===== src/rtl/div_ctrl.sv =====
// div_ctrl -- multi-cycle 32-bit DIV/DIVU controller for the EX stage.
//
// A restoring shift-subtract divider runs over 32 cycles. The pipeline is
// stalled while the division is in flight. The result is presented for one
// cycle on the hi/lo write bus.
//
// Optional feature: define DIV_ZERO_FAST_EN to short-cut a zero divisor through
// the BYZERO state, so the result appears two cycles after launch. With the
// macro undefined, a zero divisor runs the full 32 RUN cycles. The result
// values are identical in both builds.
`timescale 1ns/1ps

module div_ctrl (
    input  logic        clk,
    input  logic        rst,
    input  logic        start_i,
    input  logic        signed_i,
    input  logic [31:0] dividend_i,
    input  logic [31:0] divisor_i,
    input  logic        annul_i,
    output logic        stallreq_o,
    output logic        ready_o,
    output logic [65:0] hl_o
);

    localparam logic [1:0] S_IDLE   = 2'd0;
    localparam logic [1:0] S_BYZERO = 2'd1;
    localparam logic [1:0] S_RUN    = 2'd2;
    localparam logic [1:0] S_DONE   = 2'd3;

    localparam logic [5:0] LAST_STEP = 6'd31;

    // Two's-complement negation of a 32-bit word.
    function automatic logic [31:0] f_neg(input logic [31:0] v);
        return (~v) + 32'd1;
    endfunction

    // Magnitude of an operand. The operand is only treated as signed for DIV.
    // 0x80000000 maps onto itself, and that is still the correct unsigned
    // magnitude.
    function automatic logic [31:0] f_mag(input logic [31:0] v, input logic is_signed);
        logic [31:0] res;
        if (is_signed && v[31]) begin
            res = f_neg(v);
        end else begin
            res = v;
        end
        return res;
    endfunction

    // FSM and counter
    logic [1:0]  r_state;
    logic [5:0]  r_cnt;

    // Datapath registers
    logic [31:0] r_rem;        // partial remainder (magnitude)
    logic [31:0] r_quo;        // dividend bits shifting out, quotient bits shifting in
    logic [31:0] r_dvs;        // divisor magnitude
    logic        r_neg_q;      // quotient must be negated at the end
    logic        r_neg_r;      // remainder takes the (negative) sign of the dividend
    logic        r_zero;       // divisor was zero at launch
    logic [31:0] r_raw;        // raw dividend, returned as hi on divide-by-zero

    // Combinational helpers
    logic [1:0]  w_next;
    logic        w_launch;
    logic        w_dvs_zero;
    logic [32:0] w_shift;
    logic        w_ge;
    logic [31:0] w_rem_nxt;
    logic [31:0] w_quo_nxt;
    logic [31:0] w_lo;
    logic [31:0] w_hi;

    assign w_dvs_zero = (divisor_i == 32'd0);

    // Next-state selection; annul_i overrides every transition and blocks launch
    always_comb begin
        w_next   = r_state;
        w_launch = 1'b0;
        case (r_state)
            S_IDLE: begin
                if (start_i && !annul_i) begin
                    w_launch = 1'b1;
`ifdef DIV_ZERO_FAST_EN
                    if (w_dvs_zero) begin
                        w_next = S_BYZERO;
                    end else begin
                        w_next = S_RUN;
                    end
`else
                    w_next = S_RUN;
`endif
                end else begin
                    w_next = S_IDLE;
                end
            end
            S_BYZERO: begin
`ifdef DIV_ZERO_FAST_EN
                if (annul_i) begin
                    w_next = S_IDLE;
                end else begin
                    w_next = S_DONE;
                end
`else
                // Unreachable in this build; recover to IDLE.
                w_next = S_IDLE;
`endif
            end
            S_RUN: begin
                if (annul_i) begin
                    w_next = S_IDLE;
                end else if (r_cnt == LAST_STEP) begin
                    w_next = S_DONE;
                end else begin
                    w_next = S_RUN;
                end
            end
            S_DONE: begin
                // Never relaunches from DONE, even with start_i still high.
                w_next = S_IDLE;
            end
            default: begin
                w_next = S_IDLE;
            end
        endcase
    end

    // One restoring step: shift in the next dividend bit, subtract if it fits
    always_comb begin
        w_shift = {r_rem, r_quo[31]};
        w_ge    = (w_shift >= {1'b0, r_dvs});
        if (w_ge) begin
            // The difference is below the divisor, so it fits in 32 bits.
            w_rem_nxt = w_shift[31:0] - r_dvs;
        end else begin
            w_rem_nxt = w_shift[31:0];
        end
        w_quo_nxt = {r_quo[30:0], w_ge};
    end

    // State register and datapath registers
    always_ff @(posedge clk) begin
        if (rst) begin
            r_state <= S_IDLE;
            r_cnt   <= 6'd0;
            r_rem   <= 32'd0;
            r_quo   <= 32'd0;
            r_dvs   <= 32'd0;
            r_neg_q <= 1'b0;
            r_neg_r <= 1'b0;
            r_zero  <= 1'b0;
            r_raw   <= 32'd0;
        end else begin
            r_state <= w_next;
            if (w_launch) begin
                r_cnt   <= 6'd0;
                r_rem   <= 32'd0;
                r_quo   <= f_mag(dividend_i, signed_i);
                r_dvs   <= f_mag(divisor_i, signed_i);
                r_neg_q <= signed_i & (dividend_i[31] ^ divisor_i[31]);
                r_neg_r <= signed_i & dividend_i[31];
                r_zero  <= w_dvs_zero;
                r_raw   <= dividend_i;
            end else if (r_state == S_RUN) begin
                r_cnt   <= r_cnt + 6'd1;
                r_rem   <= w_rem_nxt;
                r_quo   <= w_quo_nxt;
            end else begin
                r_cnt   <= r_cnt;
                r_rem   <= r_rem;
                r_quo   <= r_quo;
            end
        end
    end

    // Final sign fix-up, plus the fixed divide-by-zero result
    always_comb begin
        if (r_zero) begin
            w_lo = 32'hFFFF_FFFF;
            w_hi = r_raw;
        end else begin
            if (r_neg_q) begin
                w_lo = f_neg(r_quo);
            end else begin
                w_lo = r_quo;
            end
            if (r_neg_r) begin
                w_hi = f_neg(r_rem);
            end else begin
                w_hi = r_rem;
            end
        end
    end

    // Output decode from the state register; hl_o is non-zero only in DONE
    always_comb begin
        stallreq_o = 1'b0;
        ready_o    = 1'b0;
        hl_o       = 66'd0;
        case (r_state)
            S_IDLE: begin
                stallreq_o = start_i;
            end
            S_BYZERO: begin
                stallreq_o = 1'b1;
            end
            S_RUN: begin
                stallreq_o = 1'b1;
            end
            S_DONE: begin
                ready_o = 1'b1;
                hl_o    = {1'b1, 1'b1, w_hi, w_lo};
            end
            default: begin
                stallreq_o = 1'b0;
            end
        endcase
    end

endmodule


===== config.mk =====
export PLATFORM = sky130hd
export DESIGN_NAME = div_ctrl
export DESIGN_NICKNAME = d
export VERILOG_FILES = /design/src/rtl/div_ctrl.sv
export SDC_FILE = /design/constraint.sdc
export NUM_CORES = 1
export LEC_CHECK = 0
export BUFFER_PORTS_ARGS = -buffer_cell sky130_fd_sc_hd__buf_2
export CAP_MARGIN = 0
export CELL_PAD_IN_SITES_DETAIL_PLACEMENT = 2
export CELL_PAD_IN_SITES_GLOBAL_PLACEMENT = 2
export CORE_ASPECT_RATIO = 1.1
export CORE_MARGIN = 2
export CORE_UTILIZATION = 35
export CTS_BUF_LIST = sky130_fd_sc_hd__clkbuf_4 sky130_fd_sc_hd__clkbuf_8 sky130_fd_sc_hd__clkbuf_16
export CTS_CLUSTER_DIAMETER = 200
export DETAILED_ROUTE_END_ITERATION = 8
export GPL_TIMING_DRIVEN = 0
export PLACE_DENSITY = 0.82
export SYNTH_ARGS = -nofsm -noshare
export SYNTH_HDL_FRONTEND = slang
export SYNTH_SLANG_ARGS = --single-unit

===== constraint.sdc =====
create_clock -name clk -period 3.55 [get_ports clk]
set_clock_uncertainty 0.2 [all_clocks]
set_input_delay 0.71 -clock clk [delete_from_list [all_inputs] [get_ports clk]]
set_output_delay 0.71 -clock clk [all_outputs]
set_load 0.005 [all_outputs]

[After elaboration in Yosys (flattened, before gate mapping)]
Index checks and enable logic that the tools add are counted.
Word-level totals
  flip-flop bits (word level): 139
  input port bits: 69
  output and inout port bits: 68
  logic and storage cells: 55
Cells by class
  add/sub/neg operators: 6
  order comparisons: 1
  equality and inequality tests: 4
  multiplexer cells: 18
  bitwise logic cells: 7
  reductions and logical operators: 10
Operator list (number)
  $mux 32: 9
  $add 32x1->32 const B: 4
  $not 32->32: 4
  $mux 66: 1
  $ge 33x32->1: 1
  $logic_not 32->1: 1
  $sub 32x32->32: 1
  $add 6x1->6 const B: 1
  $eq 6x5->1 const B: 1
  $pmux 2 s3: 1
  $reduce_or 2->1: 3
  $eq 2x2->1 const B: 2
  $mux 1: 4
  $mux 2: 2
  $logic_and 1x1->1: 3
  $and 1x1->1: 2
  $eq 2x1->1 const B: 1
  $logic_not 2->1: 1
  $pmux 1 s2: 1
  $reduce_bool 2->1: 1
  $logic_not 1->1: 1
  $xor 1x1->1: 1

[Depth between registers and ports, before layout]
Gate-level depths: netlist of the first run.
  word-level depth: 5
  mapped depth: 12
  gate-level depth less buffers: 12

[Least setup slack after synthesis of the first run]
No wires, ideal clock.
  kind: register to output
  start: reg r_rem[6]
  end: out hl_o[63]
  arrival: 2203 ps
  data required time: 2640 ps
  setup slack: 437 ps
  stages on the path, launching flop included: 9
  buffers on the path: 0
  cells stage by stage: dfxtp_1 -> or4_4 -> nor2_4 -> nand4b_1 -> or4_4 -> o21ai_2 -> nand2_1 -> xnor2_1 -> o21ai_0
On the way
  word-level cells in the longest chain between the ends: 5
Ends and longest elaborated chain
  from (decl): RTL line 56  | logic [31:0] r_rem;
  from (signal assigned): RTL line 167  | r_rem <= w_rem_nxt;
  from (signal assigned): RTL line 171  | r_rem <= r_rem;
  $not 32->32: RTL line 35  | return (~v) + 32'd1;
  $add 32x1->32: RTL line 35
  $mux 32: RTL line 188  | if (r_neg_r) begin
  $mux 32: RTL line 179  | if (r_zero) begin
  $mux 66: RTL line 201  | case (r_state)
  to (decl): RTL line 23  | output logic [65:0] hl_o
No other way between the ends.

[Worst setup path in the final report of the first run]
  start: reg r_rem[3]
  end: out hl_o[52]
Same word-level chain as after synthesis.

==> results of run 1 <==
-- power groups by stage --
| stage | Combinational, mW | Sequential, mW | Clock (mW) |
|---|---|---|---|
| 3_5_place_dp | 1.47 | 1.79 | 0 |
| 3_3_place_gp | 1.41 | 1.78 | 0 |
| 2_1_floorplan | 1.02 | 1.75 | 0 |
| 4_1_cts | 1.58 | 1.76 | 1.89 |
| 5_1_grt | 1.83 | 1.78 | 1.96 |
| 6_report | 1.69 | 1.77 | 1.89 |
-- per-layer routing --
| metal | track usage [%] | part of all wire [%] | up-vias |
|---|---|---|---|
| li1 | - | - | 5553 |
| met1 | 33.02 | 39 | 6068 |
| met2 | 57.68 | 52 | 307 |
| met3 | 3.078 | 2.9 | 152 |
| met4 | 15.74 | 5.9 | 0 |
| met5 | 0 | 0 | - |
-- path summary, 6_finish.rpt --
path / startpoint / endpoint / slack, ps / cells past startpoint
min: r_dvs[31]$_SDFFE_PP0P_ / r_dvs[31]$_SDFFE_PP0P_ / 250 / 2
max: r_rem[3]$_SDFFE_PP0P_ / hl_o[52] / -390 / 10
max reg2reg: r_quo[31]$_SDFFE_PP0P_ / r_rem[28]$_SDFFE_PP0P_ / 160 / 12
min reg2reg: r_dvs[31]$_SDFFE_PP0P_ / r_dvs[31]$_SDFFE_PP0P_ / 250 / 2
-- timing repair --
item,CTS,global route
pin swaps,26,26
setup buffers,17,16
endpoints found under the setup margin,32,40
gates resized for setup,65,59
-- tightest hold or removal path: stages, from the launching register on --
cell     delay (ps)
dfxtp_1         310
nand2_1          50
a21oi_1          50
-- layout by cell type, fill, tap and decap left out, drive strengths merged, types with 21 or more instances in the layout --
cell    count
mux2i      52
buf       189
nand2     182
nand4      21
xor2       63
dfxtp     139
xnor2      79
a211oi     63
nand3      26
a21oi     103
and2       39
o21a       37
o21ai     108
nor2      115
ha         41
clkbuf     92
o31ai      28
inv        65
-- layout make-up --
type                       instances  area share [%]
timing repair buffer             168           7.167
clock inverter                    15           1.259
tap                              420           3.889
sequential                       139           20.79
inverter                          53           1.472
clock buffer                      17           3.148
buffer                            96           2.907
multi-input combinational       1159           59.37
-- flip-flops by register name, summed over array words and instances (netlist names) --
signal	count
r_dvs	32
r_quo	32
r_raw	32
r_rem	32
r_cnt	6
r_state	2
r_neg_q	1
r_neg_r	1
r_zero	1
-- stage by stage --
step	power, mW	util, %
after floorplan	2.764	-
after CTS	5.219	42.25
final	5.350	43.39
after global placement	3.189	39.16
after global routing	5.565	43.39
after detailed placement	3.251	39.16
-- cell families (layout without fill, tap and decap cells) --
logic type,count (synthesis),after routing,share of synthesized area [%]
compound gates,433,433,25.83
xor+xnor,142,142,11.32
fa+ha+maj,42,42,4.850
buf+inv,150,349,5.397
flops,139,139,25.32
mux,52,52,4.736
simple gates,490,490,22.54
==> flow_metrics.env, run 1 <==
export IMPL_wire_per_inst_um=25.43
export IMPL_port_buffers=136
export IMPL_arrival_ps=3030
export IMPL_antenna_found_initial=0
export IMPL_netlist_top_cells_area="dfxtp_1 25%, xnor2_1 6.3%, nand2_1 6.2%"
export IMPL_start_kind="flip-flop"
export IMPL_tns_ps=-5890
export IMPL_cts_tree="yes"
export IMPL_die_w_um=173.0
export IMPL_die_height_um=189.8
export IMPL_p_switching_mw=2.049
export IMPL_synth_top_area_share_pct=25.32
export IMPL_cap_violations=0
export IMPL_hold_class="reg2reg"
export IMPL_via_per_inst=5.844
export IMPL_min_period_ps=3941
export IMPL_wirelength_mm=52.57
export IMPL_async_reset_ff_share_pct=0
export IMPL_endpoint_kind="primary output"
export IMPL_ys_seq_elements=139
export IMPL_yosysMostFrequentCell="nand2_1"
export IMPL_worst_path_buf_inv=3
export IMPL_rsz0062_at_grt="yes"
export IMPL_slowest_delay_ps=410
export IMPL_cts_sinks=139
export IMPL_setup_ws_ps=-390.6
export IMPL_pwr_share_comb_pct=31.7
export IMPL_drive_above_1_share_pct=19.00
export IMPL_synth_top_area_cell="dfxtp_1"
export IMPL_nets=1745
export IMPL_initial_core_util_pct=35.29
export IMPL_htreeDepth=4
export IMPL_worst_path_max_fanout=6
export IMPL_syn_inst=1448
export IMPL_period_share_pct=111.0
export IMPL_synth_edf_count=0
export IMPL_p_clk_share_pct=35.2
export IMPL_synthFlopType="dfxtp_1"
export IMPL_failed_checks="negative setup slack"
export IMPL_syn_to_final_growth_pct=22.97
export IMPL_ir_drop_mv=0.3258
export IMPL_ys_seq_area_share_pct=25.32
export IMPL_drc=0
export IMPL_p_int_mw=3.301
export IMPL_tightest_slew_ps=938.2
export IMPL_core_area_mm2=0.03114
export IMPL_outcome="finished with violations"
export IMPL_synth_cell_types=80
export IMPL_pre_cts_slack_ps=-95.09
export IMPL_numCtsBuffers=17
export IMPL_dr_pass1_iters=6
export IMPL_finalMaxSlewViolations=0
export IMPL_clockBufferDepth=2
export IMPL_hold_buffers=0
export IMPL_cpMostUsedCell="buf_4"
export IMPL_timing_critical_path_cells="nor4_4 -> buf_4 -> and2_1 -> nand4_1 -> buf_4 -> o31ai_4 -> xor2_1 -> o21ai_1 -> and2_4 -> buf_6"
export IMPL_synth_cell_area_mm2=0.01099
export IMPL_dieArea_mm2=0.03283
export IMPL_final_area_mm2=0.01351
export IMPL_vias=12080
export IMPL_clk_latency_ps=460
export IMPL_required_ps=2640
export IMPL_slew_limit_headroom_pct=37.45
export IMPL_grt_pass1_vias=13000
export IMPL_ios=137
export IMPL_seq_area_mm2=0.002809
export IMPL_crit_type="reg2out"
export IMPL_avgSynthCellArea_um2=7.589
export IMPL_grt_max_degree=17
export IMPL_grt_pass1_wl_mm=77.34
export IMPL_p_sw_share_pct=38.31
export IMPL_place_area_mm2=0.01220
export IMPL_cpLargestDelayFamily="simple AND/OR/NAND/NOR gates"
export IMPL_place_gp_congestion=0.8641
export IMPL_num_antenna_cells=0
export IMPL_synth_common_cells="182 x nand2_1, 139 x dfxtp_1, 114 x nor2_1"
export IMPL_clk_pin_slew_ps=70
export IMPL_multi_input_area_mm2=0.008023
export IMPL_hold_viol_final=0
export IMPL_cts_root_buffer="clkbuf_16"
export IMPL_fillers=3618
export IMPL_syn_num_nets=1559
export IMPL_setup_viol=31
export IMPL_num_rows=68
export IMPL_drtIter0Drc=681
export IMPL_slowest_stage="dfxtp_1"
export IMPL_globalRouteOverflowTotal=0
export IMPL_powerDensity_mw_per_mm2=395.9
export IMPL_grt_usage_pct=30.25
export IMPL_p_leak_nw=5.311
export IMPL_hold_worst_slack_ps=254.4
export IMPL_yosys_warnings=0
export IMPL_post_place_cells=2004
export IMPL_max_freq_ghz=0.2538
export IMPL_place_hpwl_mm=36.76
export IMPL_ant_nets=0
export IMPL_seq_power_share_pct=33.1
export IMPL_final_cells=2067
Power figures use the tool's default switching activity.
==> inputs of run 2 (changes only) <==
- SKIP_LAST_GASP: unset -> 1
==> flow_metrics.env, run 2 (synthesis gave the netlist of run 1 again) <==
export IMPL_outcome="finished with violations"
export IMPL_failed_checks="negative setup slack"
export IMPL_grt_pass1_wl_mm=77.32
export IMPL_arrival_ps=3210
export IMPL_rsz0062_at_grt="yes"
export IMPL_clk_pin_slew_ps=80
export IMPL_nets=1745
export IMPL_period_share_pct=115.9
export IMPL_globalRouteOverflowTotal=0
export IMPL_hold_class="reg2reg"
export IMPL_drc=0
export IMPL_required_ps=2640
export IMPL_port_buffers=136
export IMPL_hold_end="r_dvs[31]$_SDFFE_PP0P_"
export IMPL_hold_worst_slack_ps=262.1
export IMPL_ir_drop_mv=0.3021
export IMPL_die_height_um=189.8
export IMPL_antenna_found_initial=0
export IMPL_num_rows=68
export IMPL_cts_tree="yes"
export IMPL_hold_viol_final=0
export IMPL_min_period_ps=4115
export IMPL_numCtsBuffers=17
export IMPL_wl_met2_mm=27.64
export IMPL_regToRegSetupSlack_ps=190
export IMPL_fillers=3632
export IMPL_met3_length_mm=1.715
export IMPL_final_cell_mix="173 x nand2_1, 144 x buf_2, 128 x dfxtp_1"
export IMPL_crit_type="reg2out"
export IMPL_setup_ws_ps=-565.3
export IMPL_place_gp_congestion=0.8641
export IMPL_start_kind="flip-flop"
export IMPL_core_area_mm2=0.03114
export IMPL_top_layer="met4"
export IMPL_via_per_inst=5.881
export IMPL_tightest_slew_ps=953.7
export IMPL_cts_sinks=139
export IMPL_vias=12160
export IMPL_clockBufferDepth=2
export IMPL_drive_above_1_share_pct=18.58
export IMPL_place_hpwl_mm=36.76
export IMPL_cts_root_buffer="clkbuf_16"
export IMPL_clk_latency_ps=460
export IMPL_wirelength_mm=53.21
export IMPL_wl_met1_mm=20.71
export IMPL_hold_buffers=0
export IMPL_reg2reg_to="r_rem[4]$_SDFFE_PP0P_"
export IMPL_grt_pass1_vias=13000
export IMPL_setup_viol=30
export IMPL_min_delay_start="r_dvs[31]$_SDFFE_PP0P_"
export IMPL_reg2reg_from="r_rem[14]$_SDFFE_PP0P_"
export IMPL_syn_to_final_growth_pct=22.41
export IMPL_min_delay_path_depth=2
export IMPL_max_freq_ghz=0.2430
export IMPL_dr_pass1_iters=5
export IMPL_p_leak_nw=5.290
export IMPL_num_antenna_cells=0
export IMPL_die_w_um=173.0
export IMPL_powerDensity_mw_per_mm2=397.8
export IMPL_wire_per_inst_um=25.74
export IMPL_total_power_mw=5.351
export IMPL_ant_nets=0
export IMPL_dieArea_mm2=0.03283
export IMPL_reg2regPathDepth=11
export IMPL_cap_violations=0
export IMPL_endpoint_kind="primary output"
export IMPL_initial_core_util_pct=35.29
export IMPL_grt_usage_pct=30.25
export IMPL_grt_max_degree=17
export IMPL_ios=137
export IMPL_slew_limit_headroom_pct=36.42
export IMPL_finalMaxSlewViolations=0
export IMPL_drtIter0Drc=659
export IMPL_final_common_cell="nand2_1"
export IMPL_htreeDepth=4
export IMPL_worst_path_max_fanout=7
[run 2: cell counts in the layout (fill, tap and decap cells not counted)]
No cell type changed its count.
[run 2: worst max path at each step]
stage | start | to | slack, ps
after global routing | r_rem[11]$_SDFFE_PP0P_ | hl_o[61] | -560
after global placement | r_rem[2]$_SDFFE_PP0P_ | hl_o[63] | -80
after detailed placement | r_rem[2]$_SDFFE_PP0P_ | hl_o[63] | -100
after CTS | r_rem[8]$_SDFFE_PP0P_ | hl_o[63] | -250
final | r_rem[11]$_SDFFE_PP0P_ | hl_o[61] | -570
after floorplan | r_rem[6]$_SDFFE_PP0P_ | hl_o[63] | 440
[run 2: timing repair]
action	in CTS	in global routing
pin swaps	26	24
endpoints found under the setup margin	32	40
gates resized for setup	61	49
setup buffers	17	16
[run 2: through the flow]
step                      worst slack (ps)  utilization (%)  instance area [um^2]  setup TNS, ps  std cells
after floorplan                      436.6                -                 10990              0       1448
after global placement              -79.52            39.16                 12200         -79.52       2004
after detailed placement            -95.09            39.16                 12200         -315.0       2004
after CTS                           -253.0            42.19                 13140          -3002       2052
after global routing                -559.1            43.20                 13450          -8975       2067
final                               -565.3            43.20                 13450          -7603       2067
[run 2: area by class of cell]
class,instances,area (um^2),area share (%)
Buffer,96,392.9,2.921
Clock buffer,17,425.4,3.162
Clock inverter,15,170.2,1.265
Inverter,53,198.9,1.479
Multi-Input combinational cell,1159,7980,59.32
Sequential cell,139,2809,20.88
Tap cell,420,525.5,3.907
Timing Repair Buffer,168,949.7,7.060
[run 2: metal layers]
metal	vias to the layer above	GRT usage, %
li1	5547	-
met2	342	57.68
met4	0	15.74
met5	-	0
met1	6129	33.01
met3	139	3.078
[run 2: power by group]
| group | total [mW] | internal (mW) | switching, mW |
|---|---|---|---|
| registers | 1.77 | 1.64 | 0.126 |
| clock network | 1.89 | 1.01 | 0.879 |
| logic | 1.69 | 0.644 | 1.05 |
| total | 5.35 | 3.30 | 2.05 |
[run 2: critical path, stage by stage (launching register included)]
cell and delay, ps:
dfxtp_1 460, nor3_1 570, nand4_1 330, o41ai_4 470, nand2_1 140, xnor2_1 300
o21ai_1 110, and2_1 210, buf_2 140
==> inputs of run 3 (changes only) <==
- CELL_PAD_IN_SITES_DETAIL_PLACEMENT: 2 -> 1
- CELL_PAD_IN_SITES_GLOBAL_PLACEMENT: 2 -> 1
- CORE_UTILIZATION: 35 -> 44
==> flow_metrics.env, run 3 (synthesis gave the netlist of run 1 again) <==
export IMPL_outcome="finished with violations"
export IMPL_failed_checks="negative setup slack"
export IMPL_min_delay_path_depth=2
export IMPL_via_per_inst=6.037
export IMPL_cap_violations=0
export IMPL_slowest_stage="or3b_4"
export IMPL_dieArea_mm2=0.02626
export IMPL_start_kind="flip-flop"
export IMPL_hold_worst_slack_ps=261.7
export IMPL_syn_to_final_growth_pct=20.05
export IMPL_slew_limit_headroom_pct=42.62
export IMPL_cpLargestDelayFamily="simple AND/OR/NAND/NOR gates"
export IMPL_rsz0062_at_grt="yes"
export IMPL_p_switching_mw=1.824
export IMPL_die_height_um=169.8
export IMPL_p_leak_nw=5.231
export IMPL_drc=0
export IMPL_grt_pass1_wl_mm=64.98
export IMPL_num_antenna_cells=0
export IMPL_wirelength_mm=43.14
export IMPL_period_share_pct=108.3
export IMPL_seq_power_share_pct=34.2
export IMPL_fin_util_pct=53.91
export IMPL_dr_pass1_iters=5
export IMPL_globalRouteOverflowTotal=0
export IMPL_grt_max_degree=17
export IMPL_initial_core_util_pct=44.90
export IMPL_max_freq_ghz=0.2601
export IMPL_p_int_mw=3.325
export IMPL_setup_ws_ps=-294.0
export IMPL_cts_sinks=139
export IMPL_crit_path_start="r_quo[7]$_SDFFE_PP0P_"
export IMPL_core_area_mm2=0.02447
export IMPL_seq_area_mm2=0.002801
export IMPL_drtIter0Drc=718
export IMPL_fillers=3117
export IMPL_p_sw_share_pct=35.43
export IMPL_pwr_share_comb_pct=30.9
export IMPL_reg2regPathDepth=12
export IMPL_die_w_um=154.7
export IMPL_finalMaxSlewViolations=0
export IMPL_num_rows=60
export IMPL_slowest_delay_ps=500
export IMPL_worst_path_max_fanout=4
export IMPL_grt_pass1_vias=11900
export IMPL_worst_path_buf_inv=1
export IMPL_final_area_mm2=0.01319
export IMPL_clk_pin_slew_ps=60
export IMPL_place_hpwl_mm=32.19
export IMPL_htreeDepth=4
export IMPL_wire_per_inst_um=22.12
export IMPL_multi_input_area_mm2=0.007929
export IMPL_place_gp_congestion=0.9357
export IMPL_ant_nets=0
export IMPL_regToRegSetupSlack_ps=110
export IMPL_nets=1740
export IMPL_hold_buffers=0
export IMPL_tns_ps=-3525
export IMPL_timing_critical_path_cells="or3_4 -> nor3_4 -> nand4_1 -> or3b_4 -> o41ai_4 -> xnor2_1 -> o21a_1 -> buf_2"
export IMPL_setup_viol=24
export IMPL_crit_type="reg2out"
export IMPL_required_ps=2640
export IMPL_numCtsBuffers=17
export IMPL_drive_above_1_share_pct=17.68
export IMPL_clk_latency_ps=430
export IMPL_reg2reg_to="r_rem[28]$_SDFFE_PP0P_"
export IMPL_final_cells=1950
export IMPL_total_power_mw=5.149
export IMPL_cts_tree="yes"
export IMPL_min_period_ps=3844
export IMPL_hold_class="reg2reg"
export IMPL_hold_viol_final=0
export IMPL_grt_usage_pct=31.73
export IMPL_powerDensity_mw_per_mm2=390.3
export IMPL_antenna_found_initial=0
export IMPL_cp_endpoint="hl_o[31]"
export IMPL_ir_drop_mv=0.3511
export IMPL_final_common_cell="nand2_1"
export IMPL_clockBufferDepth=2
export IMPL_ios=137
export IMPL_p_clk_share_pct=34.9
export IMPL_arrival_ps=2930
export IMPL_place_area_mm2=0.01206
export IMPL_vias=11770
export IMPL_post_place_cells=1894
export IMPL_endpoint_kind="primary output"
export IMPL_cts_root_buffer="clkbuf_16"
export IMPL_pre_cts_slack_ps=-107.3
export IMPL_port_buffers=136
export IMPL_final_cell_mix="175 x nand2_1, 142 x buf_2, 132 x dfxtp_1"
export IMPL_reg2reg_from="r_quo[31]$_SDFFE_PP0P_"
export IMPL_cp_depth=8
export IMPL_tightest_slew_ps=860.7
## run 3: cell types whose count changed in the layout (fill, tap and decap cells not counted), sizes merged
cell and delta:
inv -12, buf -6, clkbuf +3, bufinv +1
clkinv +4, clkinvlp +3
## run 3: timing repair
| action | 4_1_cts | 5_1_grt |
|---|---|---|
| gates resized for setup | 52 | 48 |
| pin swaps | 23 | 25 |
| endpoints found under the setup margin | 24 | 37 |
| gates cloned | 0 | 0 |
| buffers inserted | 16 | 11 |
## run 3: metal layers
layer  wire length (um)  up-vias  track usage (%)
met5                  0        -                0
met4               2215        0            16.59
met3               1837      108            3.754
met2              21880      368            58.73
met1              17200     5749            35.62
li1                   -     5547                -
## run 3: layout make-up
| class | count | share of cell area, % |
|---|---|---|
| timing repair buffer | 162 | 6.895 |
| sequential | 139 | 21.23 |
| inverter | 53 | 1.508 |
| multi-input combinational | 1159 | 60.10 |
| clock inverter | 11 | 0.9389 |
| clock buffer | 19 | 3.386 |
| tap | 310 | 2.940 |
| buffer | 97 | 2.997 |
## run 3: tightest hold or removal path, stage by stage, from the launching register on
cell	delay (ps)
dfxtp_1	310
nand2_1	50
a21oi_1	50
## run 3: worst min path at each step
| stage | end | from |
|---|---|---|
| after floorplan | r_dvs[15]$_SDFFE_PP0P_ | r_dvs[15]$_SDFFE_PP0P_ |
| after global placement | r_raw[2]$_SDFFE_PP0P_ | r_raw[2]$_SDFFE_PP0P_ |
| after detailed placement | r_raw[29]$_SDFFE_PP0P_ | r_raw[29]$_SDFFE_PP0P_ |
| after CTS | r_raw[29]$_SDFFE_PP0P_ | r_raw[29]$_SDFFE_PP0P_ |
| after global routing | r_raw[9]$_SDFFE_PP0P_ | r_raw[9]$_SDFFE_PP0P_ |
| final | r_raw[29]$_SDFFE_PP0P_ | r_raw[29]$_SDFFE_PP0P_ |
## run 3: power by group through the flow
| stage | clock (mW) | combinational, mW | sequential, mW |
|---|---|---|---|
| 3_5_place_dp | 0 | 1.42 | 1.78 |
| 5_1_grt | 1.87 | 1.71 | 1.77 |
| 2_1_floorplan | 0 | 1.02 | 1.75 |
| 4_1_cts | 1.80 | 1.51 | 1.75 |
| 3_3_place_gp | 0 | 1.38 | 1.78 |
| 6_report | 1.80 | 1.59 | 1.76 |
